===== config.mk =====
export PLATFORM = sky130hd
export DESIGN_NAME = prg_port_arbiter
export DESIGN_NICKNAME = d
export VERILOG_FILES = /design/src/rtl/prg_port_arbiter.sv
export SDC_FILE = /design/constraint.sdc
export NUM_CORES = 1
export LEC_CHECK = 0
export ABC_AREA = 0
export CAP_MARGIN = 10
export CELL_PAD_IN_SITES_DETAIL_PLACEMENT = 1
export CELL_PAD_IN_SITES_GLOBAL_PLACEMENT = 2
export CORE_MARGIN = 5
export CORE_UTILIZATION = 26
export DETAILED_ROUTE_END_ITERATION = 7
export GPL_TIMING_DRIVEN = 0
export PLACE_DENSITY_LB_ADDON = 0.08
export REMOVE_ABC_BUFFERS = 1
export SYNTH_ARGS = -nofsm -noshare
export SYNTH_HDL_FRONTEND = slang
export SYNTH_SLANG_ARGS = --single-unit
export TNS_END_PERCENT = 10

===== constraint.sdc =====
create_clock -name clock -period 4 [get_ports clock]
set_input_delay 0.8 -clock clock [delete_from_list [all_inputs] [get_ports clock]]
set_output_delay 0.8 -clock clock [all_outputs]
set_load 0.005 [all_outputs]

===== src/rtl/prg_port_arbiter.sv =====
// Two-requester arbiter for the CPU memory program port: turns single-word
// requests into ISSUE/WAIT/ACK port cycles. Optional macro: PRG_ARB_ROUND_ROBIN_EN.
module prg_port_arbiter (
   input  logic       clock,
   input  logic       reset_n,
   input  logic       req0,
   input  logic       req1,
   input  logic       we0,
   input  logic       we1,
   input  logic [7:0] addr0,
   input  logic [7:0] addr1,
   input  logic [7:0] wd0,
   input  logic [7:0] wd1,
   output logic       ack0,
   output logic       ack1,
   output logic [7:0] rd0,
   output logic [7:0] rd1,
   output logic       busy,
   output logic       prg_clock,
   output logic       prg_we,
   output logic [7:0] prg_MA,
   output logic [7:0] prg_WD,
   input  logic [7:0] prg_RD
);

   typedef enum logic [1:0] {IDLE, ISSUE, WAIT, ACK} state_t;

   state_t state, state_nxt;
   logic   ptr;
   logic   win;
   logic   we_l;
   logic   sel;

   assign prg_clock = clock;
   assign busy      = (state != IDLE);

   always_comb begin
      state_nxt = state;
      sel       = (req0 && req1) ? ptr : req1;
      case (state)
         IDLE:    if (req0 || req1) state_nxt = ISSUE;
         ISSUE:   state_nxt = WAIT;
         WAIT:    state_nxt = ACK;
         ACK:     state_nxt = IDLE;
         default: state_nxt = IDLE;
      endcase
   end

   always_ff @(posedge clock or negedge reset_n) begin
      if (!reset_n) begin
         state  <= IDLE;
         ptr    <= 1'b0;
         win    <= 1'b0;
         we_l   <= 1'b0;
         ack0   <= 1'b0;
         ack1   <= 1'b0;
         rd0    <= 8'h00;
         rd1    <= 8'h00;
         prg_we <= 1'b0;
         prg_MA <= 8'h00;
         prg_WD <= 8'h00;
      end else begin
         state <= state_nxt;
         ack0  <= 1'b0;
         ack1  <= 1'b0;
         case (state)
            IDLE: if (req0 || req1) begin
               win    <= sel;
               we_l   <= sel ? we1 : we0;
               prg_we <= sel ? we1 : we0;
               prg_MA <= sel ? addr1 : addr0;
               prg_WD <= sel ? wd1 : wd0;
            end
            // write strobe lasts exactly the ISSUE cycle
            ISSUE: prg_we <= 1'b0;
            WAIT: begin
               if (!we_l) begin
                  if (win) rd1 <= prg_RD;
                  else     rd0 <= prg_RD;
               end
               ack0 <= ~win;
               ack1 <= win;
            end
            ACK: begin
`ifdef PRG_ARB_ROUND_ROBIN_EN
               ptr <= ~win;
`else
               ptr <= 1'b0;
`endif
            end
            default: ;
         endcase
      end
   end

endmodule


==> impl_metrics.json <==
{
  "worstPathCellList": "clkbuf_8 -> clkbuf_8 -> clkdlybuf4s50_1",
  "wirelength_microns": 4520,
  "synth_xor_area_frac": 0,
  "remaining_drc_errors": 0,
  "hold_depth": 1,
  "dp_slack_ns": 0.786,
  "rr_endpoint": "rd0[1]",
  "synthSimpleGateAreaFrac": 0.0767,
  "r2r_slack_ns": 1.91,
  "synth-seq-cells": 39,
  "start_util": 0.267,
  "hold_ws_ns": 0.464,
  "comb_power_share": 0.422,
  "crit_type": "clock port to primary output",
  "avgSynthCellArea_sq_um": 12.4,
  "internal-power_mw": 1.39,
  "clkPwrFrac": 0.225,
  "synth_cell_types": 22,
  "status": "finished, final reports clean",
  "r2r-start": "state[0]",
  "syn_inst": 137,
  "seq_area_frac_synth": 0.575,
  "p_switching_mw": 0.555,
  "cts_tree": "yes",
  "setup_viol": 0,
  "dieWidth_microns": 90.8,
  "whs_endpoint": "ack0",
  "cts.clk_slew.worst_paths_ns": 0.08,
  "nets": 272,
  "postCtsSetupRepairBufs": 0,
  "grt.overflow.total": 0,
  "vias_per_cell": 4.53,
  "final_cell_area_sq_um": 2730,
  "synthMuxAreaShare": 0.207,
  "p_per_area_nw_per_um2": 714,
  "die_area_sq_um": 8240,
  "drive_gt1_frac": 0.143,
  "layout-area-overhead-vs-synth_pct": 60.6,
  "r2r_cells": 5,
  "rows": 29,
  "drv_slew": 0,
  "core_area_sq_um": 6350,
  "synth_compound_area_frac": 0.0686,
  "worstMarginPinSlew_ns": 1.01,
  "crit_path_start_kind": "clock port",
  "critPathRequiredTime_ns": 3.20,
  "slew_headroom": 0.328,
  "dp_hpwl_microns": 3520,
  "p_total_mw": 1.95,
  "num_vias": 1360,
  "cellLeakagePower_nw": 1.22,
  "cts_hold_buf": 0,
  "synth_adder_area_share": 0.0295,
  "cap_violations": 0,
  "hp-class": "flip-flop to flip-flop",
  "crit_fanout": 2,
  "swShare": 0.285,
  "antenna_found_initial": 0,
  "place.gp.congestion": 0.717,
  "endpoint_kind": "primary output",
  "num_antenna_cells": 0,
  "first_pass_iters": 3,
  "layout_setup_ws_ns": 0.541,
  "fin_tns_setup_ns": 0,
  "critPathArrivalTime_ns": 2.66,
  "insertion_delay_ns": 0.39,
  "portBuffers": 82,
  "cp_common_cell": "clkbuf_8",
  "grt_pass1_vias": 1587,
  "grt_pass1_wl_microns": 7910,
  "fp.dieH_microns": 90.8,
  "slowest_stage": "clkdlybuf4s50_1",
  "drt_iter0_drc": 33,
  "seq_power_share": 0.353,
  "netlist_area_sq_um": 1700,
  "place_area_sq_um": 2570,
  "synth_top_family_by_area": "multiplexers",
  "grt.total_usage": 0.119,
  "finClkSkew_ns": 0.00866,
  "rsz0062_at_grt": "false",
  "cpPeakStageDelay_ns": 0.43,
  "grt_max_degree": 40,
  "ant_nets": 0,
  "cts_resized": 0,
  "hp-start": "win",
  "pin_count": 83,
  "finalHoldViolCount": 0,
  "yosys_warnings": 0,
  "wl_per_cell_microns": 15.1,
  "ir_drop_mv": 0.329
}
## power by group through the flow
stage / clock network (mW) / registers [mW] / logic [mW]
3_3_place_gp: 0.0211 / 0.686 / 0.800
3_5_place_dp: 0.0211 / 0.700 / 0.845
4_1_cts: 0.452 / 0.693 / 0.847
2_1_floorplan: 0 / 0.703 / 0.307
6_report: 0.437 / 0.686 / 0.822
5_1_grt: 0.476 / 0.715 / 0.911
## critical path, delay by kind of cell
family / cells / cell delay (ns)
buf+inv: 3 / 0.66
## cells in the mapped netlist (all sizes together)
cell type  count  area [sq um]
a21oi          3          15.0
a31oi          1          6.26
and2           1          6.26
and4b          1          10.0
buf            7          56.3
clkbuf         1          5.00
dfrtp         39           976
ha             4          50.1
inv            3          11.3
mux2          17           191
mux2i         16           160
nand2         18          67.6
nand2b         2          12.5
nor2           1          3.75
nor2b          2          12.5
nor3           1          5.00
nor3b          1          12.5
o21ai         19          95.1
## state kept, by name, indices dropped and copies added, names as in the netlist, 2 cells and up
name and count:
state 2, prg_MA 8, prg_WD 8, rd1 8
rd0 8
## stage by stage
step / utilization / instances
2_1_floorplan: - / 129
3_3_place_gp: 0.402 / 288
3_5_place_dp: 0.404 / 289
4_1_cts: 0.429 / 300
5_1_grt: 0.429 / 300
6_report: 0.429 / 300
## final cells by class
class | instances | area [sq um]
fill | 691 | 3620
sequential | 39 | 976
timing repair buffer | 82 | 821
multi-input combinational | 87 | 652
clock buffer | 10 | 134
tap | 77 | 96.3
clock inverter | 2 | 35.0
inverter | 3 | 11.3
## how the worst max path moves through the flow
stage | end | slack, ns | cells past startpoint | start
6_report | prg_clock | 0.54 | 3 | clock
5_1_grt | prg_clock | 0.52 | 3 | clock
4_1_cts | prg_clock | 0.53 | 3 | clock
3_5_place_dp | prg_clock | 0.79 | 1 | clock
3_3_place_gp | prg_WD[4] | 0.66 | 3 | req0
2_1_floorplan | prg_clock | 1.20 | 0 | clock
## cells in the final DEF (no fill, tap or decap), drive strengths merged
cell type,count
clkdlybuf4s50,81
nor2,1
and4b,1
a31oi,1
clkbuf,9
nand2,18
a21oi,3
clkinv,1
nor3b,1
buf,2
ha,4
nor3,1
inv,3
mux2,17
and2,1
bufinv,1
nand2b,2
dfrtp,39
o21ai,19
nor2b,2
mux2i,16
## cells by family after synthesis
| kind of cell | count (synthesis) |
|---|---|
| AOI/OAI and AO/OA | 23 |
| muxes | 33 |
| and+or+nand+nor | 27 |
| adders and majority gates | 4 |
| DFF | 39 |
| buffers and inverters | 11 |
## layer usage
layer / wire length (microns) / part of all wire / track usage / vias to the layer above
li1: - / - / - / 632
met1: 1720 / 0.38 / 0.127 / 673
met2: 2400 / 0.53 / 0.208 / 49
met3: 350 / 0.077 / 0.0542 / 6
met4: 51 / 0.011 / 0.0379 / 0
met5: 0 / 0 / 0 / -
No activity file was read; power rests on OpenSTA's default activity.
